`src/rtl/rff_ser_pkg.sv`:
```
// rff_ser_pkg: shared state type, counter-width helper and reset values for rff_serializer.
package rff_ser_pkg;

    typedef enum logic {IDLE, SHIFT} state_t;

    localparam state_t RST_STATE = IDLE;
    localparam logic   RST_BIT   = 1'b0;

    function automatic int CNT_W(input int width);
        return (width < 2) ? 1 : $clog2(width);
    endfunction

endpackage

```
`src/rtl/rff_ser_shreg.sv`:
```
// rff_ser_shreg: WIDTH-bit shift register with load, shift enable and MSB/LSB serial tap.
module rff_ser_shreg
    import rff_ser_pkg::*;
#(
    parameter int WIDTH     = 8,
    parameter bit MSB_FIRST = 1'b1
) (
    input  logic             clk,
    input  logic             reset,
    input  logic             load,
    input  logic             shift,
    input  logic [WIDTH-1:0] load_data,
    output logic             tap
);

    logic [WIDTH-1:0] sreg;

    // load wins over shift so a back-to-back reload replaces the final shift
    always_ff @(posedge clk) begin
        if (reset)
            sreg <= {WIDTH{RST_BIT}};
        else if (load)
            sreg <= load_data;
        else if (shift)
            sreg <= MSB_FIRST ? {sreg[WIDTH-2:0], RST_BIT} : {RST_BIT, sreg[WIDTH-1:1]};
    end

    assign tap = MSB_FIRST ? sreg[WIDTH-1] : sreg[0];

endmodule

```
`src/rtl/rff_serializer.sv`:
```
// rff_serializer: valid/ready word intake, shifted out one bit per unheld clock with valid and last markers.
module rff_serializer
    import rff_ser_pkg::*;
#(
    parameter int WIDTH     = 8,
    parameter bit MSB_FIRST = 1'b1
) (
    input  logic             clk,
    input  logic             reset,
    input  logic [WIDTH-1:0] in_data,
    input  logic             in_valid,
    output logic             in_ready,
    input  logic             hold,
    output logic             d_out,
    output logic             d_valid,
    output logic             d_last,
    output logic             busy
);

    localparam int            CW   = CNT_W(WIDTH);
    localparam logic [CW-1:0] LAST = CW'(WIDTH - 1);

    state_t        state, state_nxt;
    logic [CW-1:0] cnt, cnt_nxt;
    logic          shifting, take, tap;

    rff_ser_shreg #(.WIDTH(WIDTH), .MSB_FIRST(MSB_FIRST)) u_shreg (
        .clk       (clk),
        .reset     (reset),
        .load      (take),
        .shift     (shifting),
        .load_data (in_data),
        .tap       (tap)
    );

    always_ff @(posedge clk) begin
        if (reset) begin
            state <= RST_STATE;
            cnt   <= '0;
        end else begin
            state <= state_nxt;
            cnt   <= cnt_nxt;
        end
    end

    // counter returns to 0 on exit so it never runs past the last index
    always_comb begin
        shifting  = (state == SHIFT) && !hold;
        d_last    = shifting && (cnt == LAST);
        in_ready  = !reset && ((state == IDLE) || d_last);
        take      = in_valid && in_ready;
        d_valid   = shifting;
        d_out     = tap;
        busy      = (state == SHIFT);
        state_nxt = take ? SHIFT : (d_last ? IDLE : state);
        cnt_nxt   = (take || d_last) ? '0 : (shifting ? cnt + 1'b1 : cnt);
    end

endmodule

```
`config.mk`:
```
export PLATFORM = sky130hd
export DESIGN_NAME = rff_serializer
export DESIGN_NICKNAME = d
export VERILOG_FILES = /design/src/rtl/rff_ser_pkg.sv /design/src/rtl/rff_ser_shreg.sv /design/src/rtl/rff_serializer.sv
export SDC_FILE = /design/constraint.sdc
export NUM_CORES = 1
export LEC_CHECK = 0
export ABC_CLOCK_PERIOD_IN_PS = 1750
export BUFFER_PORTS_ARGS = -buffer_cell sky130_fd_sc_hd__clkbuf_2
export CAP_MARGIN = 10
export CELL_PAD_IN_SITES_DETAIL_PLACEMENT = 0
export CELL_PAD_IN_SITES_GLOBAL_PLACEMENT = 1
export CORE_MARGIN = 4
export CORE_UTILIZATION = 37
export CTS_CLUSTER_SIZE = 25
export DETAILED_ROUTE_END_ITERATION = 10
export GPL_ROUTABILITY_DRIVEN = 0
export GPL_TIMING_DRIVEN = 0
export PLACE_DENSITY_LB_ADDON = 0.1
export SYNTH_ARGS = -nofsm -noshare
export SYNTH_HDL_FRONTEND = slang
export SYNTH_SLANG_ARGS = --single-unit
```
`constraint.sdc`:
```
create_clock -name clk -period 1.75 [get_ports clk]
set_input_delay 0.35 -clock clk [delete_from_list [all_inputs] [get_ports clk]]
set_output_delay 0.35 -clock clk [all_outputs]
set_load 0.1 [all_outputs]
```
After elaboration in Yosys (flattened, before gate mapping)
Index checks and enable logic that the tools add are counted.
W data, S select, Z words.

word-level totals
  register bits = 12
  input port bits = 12
  logic and storage cells = 21

operators by class
  add/sub/neg operators = 1
  equality and inequality tests = 1
  multiplexer cells = 4
  bitwise logic cells = 1
  reduce and logical (&&, ||, !) cells = 11

operator list
  cell                   number
  $mux W8                2
  $logic_and A1 B1 Y1    4
  $reduce_bool A2 Y1     2
  $add A3 B1 Y3 const B  1
  $eq A3 B3 Y1 const B   1
  $logic_not A1 Y1       2
  $logic_or A1 B1 Y1     2
  $mux W1                2
  $reduce_or A2 Y1       1
  $not A1 Y1             1

Depth between registers and ports, before layout
  word-level depth = 8
  gate-level depth with buffers = 6

By module
Synthesis repeated with hierarchy kept, for this count alone.

unflattened totals
  cell total of the unflattened synthesis = 57
  area, all modules = 583.1 um^2

modules (own cells, without submodules)
  module          instances  cells each  area each (um^2)  seq. area each (um^2)
  rff_ser_shreg   1          35          369.1             160.2
  rff_serializer  1          22          214.0             80.1

Worst setup path before layout
Ideal clock, no wire load.

  path type = register to output
  start point = reg state (netlist: busy)
  end point = out in_ready
  arrival time = 2,464 ps
  data required time = 1,400 ps
  slack = -1,064 ps
  cell stages (with the launch flop) = 3
  buffers on the path = 1
  path through = dfxtp_1 buf_2 a21oi_1

on the way
  longest elaborated chain between the ends = 4
  elaborated cells on any way between the ends = 5

RTL lines
  item                     line                  RTL
  start, declared          rff_serializer.sv:23  state_t state, state_nxt;
  start signal, assigned   rff_serializer.sv:41  state <= state_nxt;
  $logic_and A1 B1 Y1      rff_serializer.sv:48  shifting = (state == SHIFT) && !hold;
  $logic_and A1 B1 Y1      rff_serializer.sv:49  d_last = shifting && (cnt == LAST);
  $logic_or A1 B1 Y1 (*)   rff_serializer.sv:50  in_ready = !reset && ((state == IDLE) || d_last);
  $logic_and A1 B1 Y1 (*)  rff_serializer.sv:50
  end, declared            rff_serializer.sv:12  output logic in_ready,

Mark *: on every way between the ends. The rest lies on a longest branch, timed or not.

Worst setup path in the final report
  start point = reg cnt[1]
  end point = out in_ready

on the way
  longest elaborated chain between the ends = 4

RTL lines
  item                    line                  RTL
  start, declared         rff_serializer.sv:24  logic [CW-1:0] cnt, cnt_nxt;
  start signal, assigned  rff_serializer.sv:42  cnt <= cnt_nxt;
  $eq A3 B3 Y1            rff_serializer.sv:49
  $logic_and A1 B1 Y1     rff_serializer.sv:49
  $logic_or A1 B1 Y1      rff_serializer.sv:50
  $logic_and A1 B1 Y1     rff_serializer.sv:50

Every way passes these cells.

==> summary.md <==
| Metric | Value |
|---|---|
| Final TNS setup | `-30.9 ps` |
| Number of nets with antenna violations after routing | `0` |
| Remaining DRCs | `0` |
| Reg clk slew, reported paths | `approximately 70 ps` |
| Worst Setup Path Type | `flop to output pin` |
| Post-Syn Nets | `81` |
| R2r endpoint | `u_shreg.sreg[2]` |
| Hold Vio Cnt, Final | `0` |
| Inserted Diodes | `0` |
| Clock Latency Late Sink | `between 200 and 300 ps` |
| Core area | `roughly 1600 um2` |
| Die extent in y | `approximately 49 um` |
| CTS tree | `done` |
| Worst slew pin tran | `544 ps` |
| I/O pins | `17` |
| Starting Density | `0.409` |
| GRT Residual Overflow | `0` |
| DRT iter0 DRCs | `2` |
| Final Cycle Share | `1.02` |
| Most frequent cells in the layout | `clkbuf_2 (13), mux2i_1 (10), dfxtp_1 (9)` |
| Clk_skew | `~6.4 ps` |
| Avg Vias per Cell | `5.19` |
| Most common cell after layout, fill and taps aside | `clkbuf_2` |
| Vias in the first global route | `587` |
| Distinct cells, synth | `18` |
| Status | `finished, violations left` |
| # nets final | `about 110` |
| Register area share after synthesis | `0.377` |
| Number of synthesized register bits | `12` |
| Pwr Density | `691 nW/um2` |
| Share of cells above drive strength 1 | `0.430` |
| Die footprint | `between 2000 and 2500 um2` |
| Iteration count of the initial detailed-routing pass | `3` |
| Fin crit period | `between 1500 and 2000 ps` |
| Initial antenna violation count | `0` |
| Mapped cell area | `~640 um2` |
| FF-to-FF Start | `cnt[1]` |
| Setup ws final | `-30.9 ps` |
| Port Buffer Count | `16` |
| Failing checks | `negative setup slack` |
| Yosys top cell by area | `dfxtp_1` |
| Pwr Total | `0.637 mW` |
| Detail Placement HPWL | `between 1000 and 1500 um` |
| Num rows | `14` |
| Average cell area after synthesis | `approximately 9.5 um2` |
| RSZ-0062 raised after global routing | `yes` |
| Post-Route WL | `~1500 um` |
| Per-cell routed wire length | `~14 um` |
| Reg2reg path depth | `9` |
| Worst Setup Start Kind | `flop` |
| Vias | `approximately 570` |
| Synth-to-layout area growth | `44.8%` |
| R2r setup slk | `roughly 60 ps` |
| Post-synth top area share | `0.377` |
| VDD IR max | `489 uV` |
| Largest net degree at the start of global routing | `11` |
| Top cells by area, synth | `dfxtp_1 (38%), mux2i_1 (16%), a211oi_1 (8.3%), nand2b_1 (7.9%), a21oi_1 (7.1%)` |
| Hold depth | `3` |
| CP Max Fanout | `4` |
| Total GRT Usage | `0.142` |
| CP required | `about 1400 ps` |
| H-Tree Level Count | `1` |
| Pins Over Slew Limit | `0` |
| Clock sink total | `12` |
| Synth warn | `0` |
| Max Cap Viol | `0` |
| Worst setup EP type | `output pin` |
| CTS buffer count | `3` |
| Critical path arrival | `roughly 1400 ps` |
| CTS root buffer | `clkbuf_4` |
| Die W | `between 40 and 50 um` |
| Clock Path Buffers | `2` |
| Static leakage | `0.376 nW` |
| Worst Hold Path EP | `cnt[0]` |
| Core Util, Final | `0.591` |
| Synth Instances | `between 60 and 70` |
| Cts-stage hold buffer count | `0` |
| Slew headroom | `0.637` |
| Hold Crit Class | `primary input to flop` |
| Fmax | `0.562 GHz` |
| First-pass GRT wire length | `2590 um` |
| Final setup violation count | `1` |
| Worst hold start | `reset` |
==> cell type report <==
class | count | area (um2)
clock buffer | 3 | 22.5
sequential | 12 | 244
fill | 148 | 637
buffer | 5 | 45.0
multi-input combinational | 49 | 412
tap | 16 | 20.0
inverter | 1 | 3.75
timing repair buffer | 23 | 175
==> worst max path at each step <==
| stage | from | end | slack (ps) |
|---|---|---|---|
| floorplan | cnt[0] | in_ready | -60 |
| global placement | cnt[0] | in_ready | -200 |
| detailed placement | cnt[0] | in_ready | -200 |
| CTS | cnt[1] | in_ready | -40 |
| global route | cnt[0] | in_ready | -90 |
| finish | cnt[1] | in_ready | -30 |
==> synth_stat cells (all sizes together) <==
master  instances
ha              2
a21oi           9
inv             1
clkbuf          1
dfxtp          12
nand2b          8
xnor2           1
and2b           1
nor2            6
buf             4
a211oi          7
o221a           1
a221o           1
mux2i          10
nand3           1
nand2           1
a21bo           1
==> layer usage <==
| metal | vias to the layer above | wire, um | GRT usage |
|---|---|---|---|
| met5 | - | 0 | 0 |
| met4 | 0 | 29 | 0.0691 |
| met3 | 4 | 83 | 0.0602 |
| met2 | 11 | 705 | 0.230 |
| met1 | 259 | 689 | 0.159 |
| li1 | 292 | - | - |
==> power by group <==
part	total, mW	internal, mW	switching (mW)
Combinational	0.160	0.0639	0.0965
Clock	0.173	0.0798	0.0933
Sequential	0.304	0.291	0.0121
Total	0.637	0.435	0.202
==> through the flow <==
step,area [um2],hold WS [ps],setup WS (ps),instances
after floorplan,657,465,-64.6,67
after CTS,916,407,-36.2,109
after detailed placement,757,495,-203,99
final,922,418,-30.9,109
after global placement,757,483,-200,99
after global routing,922,432,-91.4,109
==> worst max-delay path: stages (launching register included) <==
cell and delay, ps:
dfxtp_2 350, ha_4 140, ha_4 140, nand2b_4 60, buf_6 130, a21oi_4 130, clkbuf_16 220
==> registers in the layout, summed over array words and instances (netlist names) <==
register,count
cnt,3
u_shreg.sreg,8
busy,1
==> repair_timing <==
item                                    in CTS  in global routing
endpoints found under the setup margin       3                  9
setup buffers                                7                  0
gates resized for setup                     16                  1
pin swaps                                    2                  0
==> logic make-up after synthesis <==
logic type	share of synthesized area
fa+ha+maj	0.0393
compound gates	0.202
xor+xnor	0.0138
flops	0.377
mux	0.157
simple gates	0.143
buf+inv	0.0668
Power figures use the tool's default switching activity.
